File: src/rtl/approx_product_decoder_pkg.sv
// ---------------------------------------------------------------------------
// approx_product_decoder_pkg
// Shared definitions for the approximate-product datapath. The operand
// encoder side reuses the same width helpers, so both ends of the encoding
// agree on how wide a shift amount is.
//   shamtWidth(bw)        : width of one operand's shift amount
//   sumShamtWidth(a, b)   : width of the summed shift amount (never wraps)
//   sign_e                : sign of a reconstructed product
// ---------------------------------------------------------------------------
package approx_product_decoder_pkg;

  // Width of an operand shift amount for a bw-bit operand. Clamped to one
  // bit so a degenerate 1-bit operand still gets a legal vector.
  function automatic int shamtWidth(input int bw);
    return (bw > 1) ? $clog2(bw) : 1;
  endfunction

  // One extra bit over the wider operand's shift field, so that
  // a_shamt + b_shamt always fits.
  function automatic int sumShamtWidth(input int aBw, input int bBw);
    return shamtWidth((aBw > bBw) ? aBw : bBw) + 1;
  endfunction

  typedef enum logic {
    SIGN_POS = 1'b0,
    SIGN_NEG = 1'b1
  } sign_e;

endpackage

File: src/rtl/approx_product_decoder_shift_sat.sv
// ---------------------------------------------------------------------------
// approx_shift_sat
// Combinational core of the product decoder: shifts the unsigned multiplier
// product back up to full magnitude, applies the sign, and saturates to the
// signed OUT_BW range.
//   multProd_i : unsigned accurate multiplier product (2*MULT_DW bits)
//   sign_i     : sign of the product
//   shamt_i    : total left-shift amount
//   prod_o     : signed, saturated product (OUT_BW bits)
//   ovf_o      : high when prod_o was saturated
// ---------------------------------------------------------------------------
module approx_shift_sat
  import approx_product_decoder_pkg::*;
#(
  parameter int MULT_DW = 4,
  parameter int SH_W    = 4,
  parameter int OUT_BW  = 16
) (
  input  logic [2*MULT_DW-1:0] multProd_i,
  input  sign_e                sign_i,
  input  logic [SH_W-1:0]      shamt_i,
  output logic [OUT_BW-1:0]    prod_o,
  output logic                 ovf_o
);

  // Wide enough to hold the largest possible shift without losing any bit,
  // so the comparison against the limits sees the true magnitude.
  localparam int MAG_W = OUT_BW + 2*MULT_DW + (1 << SH_W);

  localparam logic [MAG_W-1:0]  POS_LIM = (MAG_W'(1) << (OUT_BW-1)) - MAG_W'(1);
  localparam logic [MAG_W-1:0]  NEG_LIM = MAG_W'(1) << (OUT_BW-1);
  localparam logic [OUT_BW-1:0] POS_SAT = {1'b0, {(OUT_BW-1){1'b1}}};
  localparam logic [OUT_BW-1:0] NEG_SAT = {1'b1, {(OUT_BW-1){1'b0}}};

  logic [MAG_W-1:0] mag;

  // Rebuild the magnitude, then clamp. The negative side may reach one
  // further than the positive side; negating exactly 2^(OUT_BW-1) in
  // OUT_BW bits yields the most negative value, which is the right answer.
  always_comb begin
    mag    = MAG_W'(multProd_i) << shamt_i;
    prod_o = '0;
    ovf_o  = 1'b0;
    if (sign_i == SIGN_POS) begin
      if (mag > POS_LIM) begin
        prod_o = POS_SAT;
        ovf_o  = 1'b1;
      end else begin
        prod_o = mag[OUT_BW-1:0];
      end
    end else begin
      if (mag > NEG_LIM) begin
        prod_o = NEG_SAT;
        ovf_o  = 1'b1;
      end else begin
        prod_o = -mag[OUT_BW-1:0];
      end
    end
  end

endmodule

File: src/rtl/approx_product_decoder.sv
// ---------------------------------------------------------------------------
// approx_product_decoder
// Reconstructs the signed product from the small accurate multiplier of the
// approximate datapath: (-1)^(a_sign^b_sign) * (mult_prod << (a_shamt+b_shamt)).
// Two-stage valid/ready pipeline with saturation and overflow reporting.
//   clk, rst_n          : clock, synchronous active-low reset
//   in_valid/in_ready   : input handshake
//   mult_prod           : unsigned multiplier product
//   a_sign, b_sign      : operand signs (1 = negative)
//   a_shamt, b_shamt    : operand shift amounts
//   out_valid/out_ready : output handshake
//   out_prod, out_ovf   : signed result and its saturation flag
//   ovf_sticky          : any saturated result was delivered since reset
// ---------------------------------------------------------------------------
module approx_product_decoder
  import approx_product_decoder_pkg::*;
#(
  parameter int MULT_DW = 4,
  parameter int A_BW    = 8,
  parameter int B_BW    = 8,
  parameter int OUT_BW  = A_BW + B_BW
) (
  input  logic                        clk,
  input  logic                        rst_n,
  input  logic                        in_valid,
  output logic                        in_ready,
  input  logic [2*MULT_DW-1:0]        mult_prod,
  input  logic                        a_sign,
  input  logic                        b_sign,
  input  logic [shamtWidth(A_BW)-1:0] a_shamt,
  input  logic [shamtWidth(B_BW)-1:0] b_shamt,
  output logic                        out_valid,
  input  logic                        out_ready,
  output logic [OUT_BW-1:0]           out_prod,
  output logic                        out_ovf,
  output logic                        ovf_sticky
);

  localparam int SH_W = sumShamtWidth(A_BW, B_BW);

  logic                 adv1, adv2;

  logic                 s1Valid_q, s1Valid_d;
  logic [2*MULT_DW-1:0] s1Prod_q,  s1Prod_d;
  sign_e                s1Sign_q,  s1Sign_d;
  logic [SH_W-1:0]      s1Shamt_q, s1Shamt_d;

  logic                 s2Valid_q, s2Valid_d;
  logic [OUT_BW-1:0]    s2Prod_q,  s2Prod_d;
  logic                 s2Ovf_q,   s2Ovf_d;
  logic                 sticky_q,  sticky_d;

  logic [OUT_BW-1:0]    shiftProd;
  logic                 shiftOvf;

  approx_shift_sat #(
    .MULT_DW (MULT_DW),
    .SH_W    (SH_W),
    .OUT_BW  (OUT_BW)
  ) u_shift_sat (
    .multProd_i (s1Prod_q),
    .sign_i     (s1Sign_q),
    .shamt_i    (s1Shamt_q),
    .prod_o     (shiftProd),
    .ovf_o      (shiftOvf)
  );

  // A stage may move when it is empty or when the stage after it is moving;
  // in_ready is purely a function of pipeline state and out_ready.
  assign adv2     = !s2Valid_q || out_ready;
  assign adv1     = !s1Valid_q || adv2;
  assign in_ready = adv1;

  // Next-state for both stages. Payload registers only load when a real
  // beat moves in, so a stalled stage keeps its data untouched.
  always_comb begin
    s1Valid_d = s1Valid_q;
    s1Prod_d  = s1Prod_q;
    s1Sign_d  = s1Sign_q;
    s1Shamt_d = s1Shamt_q;
    s2Valid_d = s2Valid_q;
    s2Prod_d  = s2Prod_q;
    s2Ovf_d   = s2Ovf_q;
    sticky_d  = sticky_q;

    if (adv1) begin
      s1Valid_d = in_valid;
      if (in_valid) begin
        s1Prod_d  = mult_prod;
        s1Sign_d  = sign_e'(a_sign ^ b_sign);
        s1Shamt_d = SH_W'(a_shamt) + SH_W'(b_shamt);
      end
    end

    if (adv2) begin
      s2Valid_d = s1Valid_q;
      if (s1Valid_q) begin
        s2Prod_d = shiftProd;
        s2Ovf_d  = shiftOvf;
      end
    end

    if (s2Valid_q && out_ready && s2Ovf_q) begin
      sticky_d = 1'b1;
    end
  end

  // All state updates on the rising edge; reset drops every in-flight beat.
  always_ff @(posedge clk) begin
    if (!rst_n) begin
      s1Valid_q <= 1'b0;
      s1Prod_q  <= '0;
      s1Sign_q  <= SIGN_POS;
      s1Shamt_q <= '0;
      s2Valid_q <= 1'b0;
      s2Prod_q  <= '0;
      s2Ovf_q   <= 1'b0;
      sticky_q  <= 1'b0;
    end else begin
      s1Valid_q <= s1Valid_d;
      s1Prod_q  <= s1Prod_d;
      s1Sign_q  <= s1Sign_d;
      s1Shamt_q <= s1Shamt_d;
      s2Valid_q <= s2Valid_d;
      s2Prod_q  <= s2Prod_d;
      s2Ovf_q   <= s2Ovf_d;
      sticky_q  <= sticky_d;
    end
  end

  assign out_valid  = s2Valid_q;
  assign out_prod   = s2Prod_q;
  assign out_ovf    = s2Ovf_q;
  assign ovf_sticky = sticky_q;

endmodule

File: config.mk
export PLATFORM = sky130hd
export DESIGN_NAME = approx_product_decoder
export DESIGN_NICKNAME = d
export VERILOG_FILES = /design/src/rtl/approx_product_decoder_pkg.sv /design/src/rtl/approx_product_decoder_shift_sat.sv /design/src/rtl/approx_product_decoder.sv
export SDC_FILE = /design/constraint.sdc
export NUM_CORES = 1
export LEC_CHECK = 0
export ABC_AREA = 0
export CAP_MARGIN = 40
export CORE_ASPECT_RATIO = 0.7
export CORE_MARGIN = 3
export CORE_UTILIZATION = 40
export DETAILED_ROUTE_END_ITERATION = 8
export HOLD_SLACK_MARGIN = 0.05
export SYNTH_ARGS = -nofsm -noshare
export SYNTH_HDL_FRONTEND = slang
export SYNTH_HIERARCHICAL = 1
export SYNTH_SLANG_ARGS = --single-unit
File: constraint.sdc
create_clock -name clk -period 8.96 [get_ports clk]
set_clock_uncertainty 0.1 [all_clocks]
set_input_delay 2.24 -clock clk [delete_from_list [all_inputs] [get_ports clk]]
set_output_delay 2.24 -clock clk [all_outputs]
set_load 0.01 [all_outputs]
## Yosys cells after proc, flatten, opt, wreduce, memory -nomap -nowiden

Index checks and enable logic that the tools add are counted.

- Flip-flop bits (word level): 33
- Input port bits: 20
- Output and inout bits: 20
- Word-level logic and storage cells: 28

- Add/subtract/negate cells: 2
- Magnitude comparators: 2
- Shift-type cells: 1
- Multiplexer cells: 6
- Bitwise operators: 1
- Reduce and logical (&&, ||, !) cells: 8

Operators with widths:

| operator | number |
|---|---|
| 16-bit 2-to-1 mux | 3 |
| 40-bit by 15-bit > comparator with 1-bit output, second input constant | 1 |
| 40-bit by 16-bit > comparator with 1-bit output, second input constant | 1 |
| 8-bit by 4-bit left shift with 40-bit output | 1 |
| 16-bit negator | 1 |
| 3-bit by 3-bit adder with 4-bit output | 1 |
| 2-bit AND reduction | 2 |
| 1-bit 2-to-1 mux | 3 |
| 1-bit logical AND | 2 |
| 1-bit zero test | 2 |
| 1-bit logical OR | 2 |
| 1-bit XOR | 1 |

## Depth between registers and ports, before layout

Gate-level depths: netlist of the first run.

- Depth in word-level cells: 4
- Mapped depth: 14
- Depth with buffers taken out: 13

## By module

Netlist of the first run, hierarchy kept.

Modules (own cells, without submodules):

| module | times used | cells each | area each (µm²) | seq. area each (µm²) |
|---|---|---|---|---|
| approx_product_decoder | 1 | 155 | 1,442.6 | 660.6 |
| approx_shift_sat | 1 | 183 | 1,313.8 | 0.0 |

## Worst setup path after synthesis of the first run

No wires, ideal clock.

- Path type: in2out
- Start: input out_ready
- End: output in_ready
- Arrival: 2,493 ps
- Required time: 6,620 ps
- Path slack: 4,127 ps
- Stages: 1
- Buffers on the path: 0
- Cells stage by stage: nand3b_1

- Word-level cells in the longest chain between the ends: 2

Ends and longest elaborated chain:

| element | RTL line | text |
|---|---|---|
| start, declared | approx_product_decoder.sv:33 | `input logic out_ready,` |
| 1-bit logical OR | approx_product_decoder.sv:70 | `assign adv2 = !s2Valid_q \|\| out_ready;` |
| 1-bit logical OR | approx_product_decoder.sv:71 | `assign adv1 = !s1Valid_q \|\| adv2;` |
| end, declared | approx_product_decoder.sv:26 | `output logic in_ready,` |

No other way between the ends.

## Worst setup path in the final report of the first run

Ends and elaborated chain as after synthesis.

==> results of run 1 <==
## registers in the layout (all words and copies together) (netlist names)
register    count
out_prod       16
s1Prod_q        8
s1Shamt_q       4
out_ovf         1
out_valid       1
ovf_sticky      1
s1Sign_q        1
s1Valid_q       1
## layer usage
metal	up-vias	wire length (µm)
li1	1276	-
met1	1176	3570
met2	79	2800
met3	4	394
met4	0	29
met5	-	0
## worst min-delay path, cell delays in order, from the launching register on
cell      delay [ns]
dfxtp_1         0.31
o21ai_0         0.06
a21boi_1        0.06
## power by group through the flow
stage	Combinational (mW)	Sequential, mW	Clock [mW]
global route	0.185	0.178	0.162
CTS	0.166	0.175	0.155
floorplan	0.135	0.168	0
finish	0.168	0.175	0.152
detailed placement	0.165	0.178	0
global placement	0.160	0.180	0
## through the flow
stage | utilization | setup slack, ns
2_1_floorplan | - | 4.13
3_3_place_gp | 0.481 | 3.03
3_5_place_dp | 0.483 | 3.02
4_1_cts | 0.502 | 3.02
5_1_grt | 0.502 | 2.95
6_report | 0.502 | 3.03
## cell usage after synthesis, drive strengths merged, types with 3 or more instances
| cell type | instances |
|---|---|
| o211a | 3 |
| nor2 | 18 |
| a211oi | 7 |
| o21ai | 29 |
| nand3 | 22 |
| a21boi | 19 |
| o211ai | 3 |
| mux2i | 18 |
| dfxtp | 33 |
| nand2b | 4 |
| mux2 | 8 |
| nor4 | 3 |
| xor2 | 5 |
| nand4 | 3 |
| nand2 | 32 |
| xnor2 | 5 |
| a21oi | 10 |
| ha | 4 |
| nor2b | 7 |
| inv | 12 |
| and3 | 4 |
| a22oi | 3 |
| clkbuf | 17 |
| a22o | 3 |
| nor3 | 12 |
| o21a | 3 |
| a31oi | 5 |
| mux4 | 3 |
| buf | 12 |
## placed cells by master, fill, tap and decap left out, drive strengths merged, types with 4 or more instances in the layout
master	n
a31oi	5
clkdlybuf4s50	39
nor2	18
and3	4
nor3	12
clkbuf	6
ha	4
a21boi	19
xor2	5
nor2b	7
xnor2	5
nand2	32
dfxtp	33
mux2	8
a211oi	7
a21oi	10
mux2i	18
o21ai	29
nand2b	4
nand3	22
inv	12
## worst paths after layout
| check | start | endpoint | slack, ns | cells past startpoint |
|---|---|---|---|---|
| max | out_ready | in_ready | 3.03 | 3 |
| min | out_prod[8] | out_prod[8] | 0.38 | 2 |
| max reg2reg | s1Shamt_q[0] | out_prod[14] | 5.12 | 13 |
| min reg2reg | out_prod[8] | out_prod[8] | 0.38 | 2 |
## final cells by class
type | count | share of cell area
clock buffers | 6 | 0.0255
clock inverters | 2 | 0.0116
inverters | 12 | 0.0139
multi-input cells | 264 | 0.582
flip-flops and latches | 33 | 0.204
well taps | 91 | 0.0352
repair buffers | 41 | 0.128
## cell families (layout without fill, tap and decap cells)
family | after synthesis | count (layout)
and+or+nand+nor | 114 | 114
AOI/OAI and AO/OA | 106 | 106
buffers and inverters | 41 | 61
DFF | 33 | 33
muxes | 29 | 29
xor gates and xnor gates | 10 | 10
adders and majority gates | 5 | 5
==> reports/qor.csv, run 1 <==
stage,metric,value,unit
run_status,outcome,finished clean,
layout,# diodes,0,
layout,layout net count,382,
global_routing,first-pass GRT wire length,11.5,mm
timing,"Slew Viols, Final",0,
setup_path,CP dominant cell by count,clkdlybuf4s50_1,
cts,Root Buffer,clkbuf_8,
global_routing,pin count of the biggest net entering global routing,44,
timing,fmax,169,MHz
power_and_ir_drop,Leakage Power,1.16,nW
synthesis,Compound-Gate Fraction of Synth Area,0.286,
synthesis,"area leader, netlist",dfxtp_1,
setup_path,critical path capture point type,output port,
setup_path,Slowest cell on crit path,clkdlybuf4s50_1,
cts,H-tree depth,2,
floorplan,Core Rows,24,
layout,"Design Area, Final",3240,µm²
floorplan,core area,6460,µm²
cts,Max Root-Sink Buffers,2,
cts,Post-CTS Setup Inserts,0,
setup_path,CP top delay family,buffers and inverters,
synthesis,Syn Area/Cell,8.16,µm²
layout,register area,661,µm²
timing,slew at the pin with the worst max-slew slack,0.892,ns
layout,number of fill cells,641,
power_and_ir_drop,Peak VDD IR,80.4,µV
floorplan,Die X,105,µm
synthesis,Post-synth EDFFs,0,
detailed_routing,wire length per cell,15.1,µm
setup_path,CP arrival,3.59,ns
global_routing,vias in the first global route,2321,
floorplan,# IOs,40,
floorplan,total die area,7940,µm²
synthesis,Netlist cell types,68,
synthesis,"Cell Area, Synth",2760,µm²
setup_path,CP startpoint kind,input port,
synthesis,largest family of logic cells by synthesized area,compound AO/OA/AOI/OAI gates,
synthesis,sequential area share after synthesis,0.240,
power_and_ir_drop,Final Power,0.494,mW
placed_design,cell area after placement,3120,µm²
synthesis,cell count after synthesis,338,
cts,insertion delay to the later sink of the worst-skew pair,0.29,ns
global_routing,met3 global-route usage,0.0491,
synthesis,post-synthesis adder-cell area fraction,0.0254,
cts,CTS sink count,33,
global_routing,met2 usage in global routing,0.268,
synthesis,share of synthesized registers carrying an async set or reset,0,
placed_design,placed insts,441,
synthesis,"FF+latch count, synth",33,
timing,min cycle time layout,5.93,ns
global_routing,layer with the highest usage,met2,
layout,Non-Filler Instances,449,
setup_path,CP bufs+invs,2,
timing,RSZ-0062 raised after global routing,no,
run,MaxCap Viol Count,0,
detailed_routing,vias per cell,5.65,
timing,Finish-stage setup viols,0,
synthesis,mux cell area share after synthesis,0.127,
power_and_ir_drop,Sw Ratio,0.341,
power_and_ir_drop,PD cells,153,nW/µm²
global_routing,GR met1 Demand/Resource,0.256,
global_routing,aggregate global routing overflow,0,
power_and_ir_drop,internal power,0.326,mW
placed_design,Placer Congestion,0.886,
power_and_ir_drop,Seq pwr share,0.353,
synthesis,Post-Synth Simple-Gate Area,0.214,
detailed_routing,DRC errors left,0,
detailed_routing,post-route ant nets,0,
cts,TritonCTS buffer count,5,
placed_design,Port Buf Inserts,39,
detailed_routing,Post-Route WL,6.79,mm
detailed_routing,DRT Pass-1 Iters,4,
setup_path,CP Class,in2out,
layout,P&R area growth vs syn,17.5,%
timing,Rel. slew slack,0.404,
setup_path,cell-by-cell trace of the critical path,clkdlybuf4s50_1 > nand3b_1 > clkdlybuf4s50_1,
detailed_routing,Initial DRC Count,144,
layout,area of the multi-input gates,1890,µm²
floorplan,Initial Utilization,0.427,
setup_path,"Max FO, Critical Path",6,
timing,final hold vios,0,
cts,Hold Buf Count CTS,0,
global_routing,antenna violations before repair,0,
setup_path,CP Data Required Time,6.62,ns
floorplan,die height,75.5,µm
synthesis,synth warn,6,
synthesis,top flip-flop cell by instance count after synthesis,dfxtp_1,
power_and_ir_drop,combinational share of power,0.340,
synthesis,Post-Synth XOR/XNOR Area,0.0318,
detailed_routing,DR vias,2535,
power_and_ir_drop,clock group share of total power,0.307,
synthesis,post-synth top area share,0.240,
global_routing,Total Routing Usage GR,0.177,
timing,period utilization,0.662,
synthesis,main area contributors after synthesis,"dfxtp_1 24%, mux2i_1 6.2%, o21ai_0 4.7%",
timing,hold_ws,0.376,ns
placed_design,DP HPWL,4.89,mm
setup_path,CP peak stage delay,0.58,ns
min_path,Hold Path Class,reg2reg,
cts,CTS tree,yes,
cts,CTS resizes,0,
layout,layout cells sized above 1,0.103,
cts,Worst-path clk slew,0.07,ns
synthesis,syn_nets,363,
timing,setup_tns,0,ns
power_and_ir_drop,sw power,0.168,mW
Power figures use the tool's default switching activity.
==> run 2: changes to the inputs <==
clock period = 5.75 ns   (was 8.96 ns; I/O delays follow)
==> run 2 against run 1 <==
Compared with the run above:
- clock-buffer cell count fell by 1
- cell area is 0.27% lower
- critical path type unchanged
- sequential power grew 53%
- die area unchanged
- non-clock buffer count increased by 1
- first-iteration DRC count rose by 24%
- register-to-register slack got worse by 2.9 ns
- sequential share of layout area increased by 0.055 points
- hold slack improved by 0.0033 ns
- power grew 51%
- global-route usage about the same
- worst setup slack lost 1.6 ns
- largest cell class unchanged
==> reports/qor.csv, run 2 (same netlist as run 1, synthesis figures left out) <==
stage,metric,value,unit,change
detailed_routing,wire length per cell,15.2,µm,+0.31%
floorplan,die height,75.5,µm,unchanged
floorplan,# IOs,40,,unchanged
timing,Rel. slew slack,0.414,,+0.00920
cts,Hold Buf Count CTS,0,,unchanged
cts,H-tree depth,2,,unchanged
setup_path,CP arrival,2.80,ns,-0.79 ns
setup_path,CP Class,in2out,,
timing,Finish-stage setup viols,0,,unchanged
detailed_routing,DR vias,2566,,+1.2%
placed_design,placed insts,442,,+0.23%
cts,CTS resizes,0,,unchanged
cts,Worst-path clk slew,0.07,ns,about the same
layout,layout net count,383,,+0.26%
timing,final hold vios,0,,unchanged
detailed_routing,Initial DRC Count,178,,+24%
layout,# diodes,0,,unchanged
floorplan,total die area,7940,µm²,unchanged
setup_path,CP Data Required Time,4.21,ns,-2.41 ns
layout,"most common cell after layout, fill and taps aside",clkdlybuf4s50_1,,
power_and_ir_drop,Peak VDD IR,131,µV,+63%
setup_path,CP startpoint kind,input port,,
layout,"commonest non-fill, non-tap cells in the layout","39 x clkdlybuf4s50_1, 33 x dfxtp_1, 32 x nand2_1",,
placed_design,DP HPWL,4.87,mm,-0.42%
detailed_routing,Post-Route WL,6.81,mm,+0.31%
cts,insertion delay to the later sink of the worst-skew pair,0.29,ns,about the same
timing,RSZ-0062 raised after global routing,no,,
timing,min cycle time layout,4.34,ns,
detailed_routing,post-route ant nets,0,,unchanged
setup_path,critical path capture point type,output port,,
cts,CTS tree,yes,,
run_status,outcome,finished clean,,
floorplan,core area,6460,µm²,unchanged
cts,Max Root-Sink Buffers,2,,unchanged
cts,Root Buffer,clkbuf_8,,
power_and_ir_drop,Final Power,0.747,mW,+51%
run,MaxCap Viol Count,0,,unchanged
cts,CTS sink count,33,,unchanged
setup_path,"Max FO, Critical Path",6,,unchanged
detailed_routing,DRT Pass-1 Iters,5,,+1
global_routing,first-pass GRT wire length,11.5,mm,+0.12%
power_and_ir_drop,Leakage Power,1.17,nW,+0.16%
detailed_routing,vias per cell,5.71,,+1.2%
global_routing,Total Routing Usage GR,0.178,,+0.000458
global_routing,pin count of the biggest net entering global routing,44,,unchanged
global_routing,antenna violations before repair,0,,unchanged
layout,layout cells sized above 1,0.103,,unchanged
power_and_ir_drop,PD cells,231,nW/µm²,+52%
floorplan,Core Rows,24,,unchanged
timing,slew at the pin with the worst max-slew slack,0.878,ns,-0.0138 ns
floorplan,Die X,105,µm,unchanged
layout,max FFs per register,16,,unchanged
detailed_routing,DRC errors left,0,,unchanged
cts,Post-CTS Setup Inserts,0,,unchanged
min_path,Hold Path Class,reg2reg,,
cts,TritonCTS buffer count,5,,unchanged
timing,period utilization,0.754,,
placed_design,Placer Congestion,0.862,,-2.6%
layout,Non-Filler Instances,449,,unchanged
placed_design,Port Buf Inserts,39,,unchanged
floorplan,Initial Utilization,0.427,,unchanged
timing,fmax,231,MHz,
layout,P&R area growth vs syn,17.2,%,
timing,setup_tns,0,ns,unchanged
timing,"Slew Viols, Final",0,,unchanged
global_routing,aggregate global routing overflow,0,,unchanged
global_routing,vias in the first global route,2323,,+0.086%
==> run 2: changes by cell type in the layout (fill, tap and decap cells not counted) <==
cell / delta
clkbuf_8: -1
clkinvlp_4: -1
clkinv_2: +1
buf_4: +1
==> run 2: stage by stage <==
| step | area, µm² | utilization | setup slack [ns] | hold slack, ns |
|---|---|---|---|---|
| global placement | 3110 | 0.482 | 1.42 | 0.364 |
| detailed placement | 3130 | 0.484 | 1.41 | 0.373 |
| finish | 3230 | 0.500 | 1.41 | 0.379 |
| global route | 3230 | 0.500 | 1.34 | 0.401 |
| floorplan | 2760 | - | 2.52 | 0.327 |
| CTS | 3230 | 0.500 | 1.40 | 0.383 |
==> run 2: worst paths after layout <==
kind | startpoint | end | slack, ns | depth (start not counted)
max | out_ready | in_ready | 1.41 | 3
min | out_prod[5] | out_prod[5] | 0.38 | 2
max reg2reg | s1Shamt_q[3] | out_prod[11] | 2.19 | 12
min reg2reg | out_prod[5] | out_prod[5] | 0.38 | 2
==> run 2: layout make-up <==
| class | count | area, µm² |
|---|---|---|
| clock inverter | 2 | 35.0 |
| clock buffer | 5 | 68.8 |
| inverter | 12 | 45.0 |
| tap | 91 | 114 |
| fill | 626 | 3230 |
| timing repair buffer | 42 | 420 |
| multi-input combinational | 264 | 1890 |
| sequential | 33 | 661 |
==> run 2: report_power, final <==
group / total, mW / switching [mW] / internal [mW] / leakage, nW
Clock: 0.214 / 0.0883 / 0.126 / 0.0540
Combinational: 0.264 / 0.140 / 0.124 / 0.841
Sequential: 0.268 / 0.0253 / 0.243 / 0.270
==> run 2: per-layer routing <==
layer | up-vias | routed length, µm | track usage
met4 | 0 | 48 | 0.0422
li1 | 1284 | - | -
met5 | - | 0 | 0
met1 | 1205 | 3590 | 0.265
met2 | 71 | 2810 | 0.260
met3 | 6 | 364 | 0.0398
==> run 2: worst max-delay path, stage by stage <==
cell	delay (ns)
clkdlybuf4s50_1	0.55
nand3b_1	0.23
clkdlybuf4s50_1	0.59
==> patch 1 (flow settings as in run 1) <==
Set the parameter `A_BW` to 6 (it was 8).
--- a/src/rtl/approx_product_decoder.sv
+++ b/src/rtl/approx_product_decoder.sv
@@ -18,3 +18,3 @@
   parameter int MULT_DW = 4,
-  parameter int A_BW    = 8,
+  parameter int A_BW    = 6,
   parameter int B_BW    = 8,
Interface: changed (resized out_prod); port bits go from 40 to 38. The function was not compared with the original's and may differ.
==> patch 1 against run 1 <==
Setup slack improved by 1.1 ps. Power fell by 9.1%. Cell area fell by 2.7%. Sequential cell count fell by 2. Die area fell by 0.81%. Routed wire length rose by 2.2%. Synthesized area fell by 0.86%. Largest power group is now combinational logic.
==> patch 1: results <==
set metrics [dict create \
    yosys.area_share.xor_xnor_pct 0.641 \
    track_usage_pct 17.7 \
    switching_power_as_a_share_of_total_power_pct 37.1 \
    yosys.cell_types.count 71 \
    outcome "finished, final reports clean" \
    synth-adder-area-share_pct 2.56 \
    synthMuxAreaShare_pct 14.5 \
    dp_hpwl_um 5010 \
    slew_at_the_pin_closest_to_its_max_slew_limit_ps 722 \
    clock_net_power_uw 109 \
    via_count_of_the_first_global_routing_pass 2271 \
    largest_net_degree_at_the_start_of_global_routing 42 \
    clk_pin_slew_ps 70 \
    yosys-top-cells-area "sky130_fd_sc_hd__dfxtp_1 23%, sky130_fd_sc_hd__mux2i_1 8.1%, sky130_fd_sc_hd__nand2_1 5.1%" \
    worst_hold_startpoint "out_prod[0]$_SDFFE_PN0P_" \
    gp_routability_congestion 0.866 \
    yosys-top-cells-count "37 x sky130_fd_sc_hd__nand2_1, 31 x sky130_fd_sc_hd__dfxtp_1, 22 x sky130_fd_sc_hd__mux2i_1" \
    dpl-instance-area_mm2 0.00307 \
    post_dr_wirelength_cell_um 15.5 \
    hold-path-endpoint "out_prod[0]$_SDFFE_PN0P_" \
    grt_pass1_wl_um 11400 \
    first_iter_violations 159 \
    synth_nets 362 \
    seq_area_frac_synth_pct 22.7 \
    critical_path.reg2reg.endpoint "out_prod[7]$_SDFFE_PN0P_" \
    cts_buffers 5 \
    worst_r2r_startpoint "s1Shamt_q[1]$_SDFFE_PN0P_" \
    largest_reg_flops 14 \
    via_per_inst 5.73 \
    reg2reg_setup_slack_ps 5400 \
    final_layout_size_suffix_gt1_share_pct 11.8 \
    rr_worst_depth 9 \
]
[patch 1: layout make-up]
class / count / area [um^2]
fill: 663 / 3280
multi-input combinational: 262 / 1870
sequential: 31 / 621
timing repair buffer: 41 / 408
tap: 91 / 114
clock buffer: 6 / 72.6
inverter: 14 / 55.1
clock inverter: 2 / 12.5
[patch 1: cells by family (layout without fill, tap and decap cells)]
logic type,after synthesis,after routing
buffers and inverters,44,63
xor gates and xnor gates,2,2
and+or+nand+nor,119,119
adders and majority gates,5,5
DFF,31,31
AOI/OAI and AO/OA,102,102
muxes,34,34
[patch 1: worst max-delay path by stage]
stage,endpoint,cells past startpoint
2_1_floorplan,in_ready,1
5_1_grt,in_ready,3
3_3_place_gp,in_ready,3
4_1_cts,in_ready,3
6_report,in_ready,3
3_5_place_dp,in_ready,3
[patch 1: layer usage]
metal | GRT usage (%) | wire (um)
met3 | 3.08 | 420
met4 | 3.93 | 42
met5 | 0 | 0
met2 | 26.7 | 2850
met1 | 26.4 | 3630
[patch 1: stage by stage]
| stage | hold slack (ps) | setup slack (ps) | power (uW) | utilization, % | cells |
|---|---|---|---|---|---|
| after CTS | 374 | 3020 | 451 | 49.0 | 447 |
| after floorplan | 331 | 4130 | 295 | - | 337 |
| final | 373 | 3030 | 449 | 49.0 | 447 |
| after detailed placement | 365 | 3030 | 340 | 47.7 | 439 |
| after global routing | 388 | 2980 | 477 | 49.0 | 447 |
| after global placement | 363 | 3040 | 337 | 47.5 | 438 |
[patch 1: tightest hold or removal path: cells and delay by family, from the launching register on]
family / cells / cell delay (ps)
compound gates: 2 / 120
flops: 1 / 310
==> patch 2 (config.mk and constraints of run 1) <==
Without the edit above. `s1Prod_q` and `s2Prod_q` no longer have a reset.
--- a/src/rtl/approx_product_decoder.sv
+++ b/src/rtl/approx_product_decoder.sv
@@ -111,3 +111,2 @@
       s1Valid_q <= 1'b0;
-      s1Prod_q  <= '0;
       s1Sign_q  <= SIGN_POS;
@@ -115,3 +114,2 @@
       s2Valid_q <= 1'b0;
-      s2Prod_q  <= '0;
       s2Ovf_q   <= 1'b0;
@@ -120,3 +118,2 @@
       s1Valid_q <= s1Valid_d;
-      s1Prod_q  <= s1Prod_d;
       s1Sign_q  <= s1Sign_d;
@@ -124,3 +121,2 @@
       s2Valid_q <= s2Valid_d;
-      s2Prod_q  <= s2Prod_d;
       s2Ovf_q   <= s2Ovf_d;
@@ -128,2 +124,7 @@
     end
+  end
+
+  always_ff @(posedge clk) begin
+    s1Prod_q <= s1Prod_d;
+    s2Prod_q <= s2Prod_d;
   end
Behaviour: differs if rst_n is asserted again (counterexample within 4 cycles, from zero or initial values and one cycle with rst_n low); with rst_n held inactive, the same outputs for 10 cycles.
==> patch 2 against run 1 <==
Clock power shrank 9%. Setup slack gained 18 ps. Routed wire length shrank 15%. Power grew 1.4%. Die area shrank 8.8%. Highest routed layer unchanged. Utilization grew 1.7 points. Global-route usage shrank 0.82 points. Critical endpoint unchanged. Synthesized area shrank 9.4%. Largest power group unchanged. Cell area shrank 6.0%. Sequential cell count is the same.
==> patch 2: results <==
set metrics [dict create \
    seq_area_share_pct 29.6 \
    cp.arrival_ps 3570 \
    largest_stage_delay_on_the_critical_path_ps 560 \
    dpl-instance-area_mm2 0.00293 \
    fmaxAchievable_ghz 0.169 \
    critical_path.reg2reg.endpoint "out_prod[6]$_DFFE_PP_" \
    final_layout_size_suffix_gt1_share_pct 13.4 \
    design.final.nets 314 \
    grt_pass1_wl_um 9760 \
    buffers 43 \
    synth-compound-area-share_pct 23.3 \
    gr-usage-met1_pct 24.2 \
    first_iter_violations 122 \
    yosys.area_share.xor_xnor_pct 3.51 \
    fin_cells 365 \
    place_inst 357 \
    synthMuxAreaShare_pct 10.8 \
    synth_nets 281 \
    postSynth.topFlopCell "sky130_fd_sc_hd__edfxtp_1" \
    met3_wire_length_um 371 \
    hold-path-endpoint "ovf_sticky$_SDFFE_PN0P_" \
    fillers 555 \
    clock_network_contribution_to_total_cell_area_pct 3.62 \
    fin_area_mm2 0.00304 \
    wl_met1_um 2870 \
    outcome "finished, final reports clean" \
    slew-limit-headroom_pct 49.3 \
    routed_wire_length_um 5790 \
    reg2reg_setup_slack_ps 5670 \
    synthesis.area_per_instance_um2 9.75 \
    yosys-top-cells-count "24 x sky130_fd_sc_hd__edfxtp_1, 20 x sky130_fd_sc_hd__nor2_1, 16 x sky130_fd_sc_hd__nand2_1" \
    vdd_drop_max_v 0.0000673 \
    synth-adder-area-share_pct 2.81 \
    via_count_of_the_first_global_routing_pass 1970 \
    worst_hold_startpoint "ovf_sticky$_SDFFE_PN0P_" \
    rr_worst_depth 12 \
    met2_usage_pct 24.9 \
    track_usage_pct 16.9 \
    taps 75 \
    gp_routability_congestion 0.878 \
    multi_input_area_mm2 0.00146 \
    inverters 13 \
    hold-worst-slack_ps 395 \
    seq_area_frac_synth_pct 36.1 \
    dp_hpwl_um 4260 \
]
patch 2: cell count changes after synthesis, moves of 3 or more:
cell                       change
sky130_fd_sc_hd__a21boi_1      -5
sky130_fd_sc_hd__a21boi_0     -14
sky130_fd_sc_hd__nand3_1      -16
sky130_fd_sc_hd__o21ai_0      -17
sky130_fd_sc_hd__dfxtp_1      -24
sky130_fd_sc_hd__clkbuf_1      -5
sky130_fd_sc_hd__a21oi_1       +3
sky130_fd_sc_hd__mux2i_1       -8
sky130_fd_sc_hd__edfxtp_1     +24
sky130_fd_sc_hd__nand2_1      -16
patch 2: power breakdown:
part / switching, uW / leakage [uW] / internal [uW]
Sequential: 11.9 / 0.000304 / 181
Combinational: 91.6 / 0.000722 / 78.3
Clock: 56.2 / 0.0000518 / 81.8
Total: 160 / 0.00108 / 341
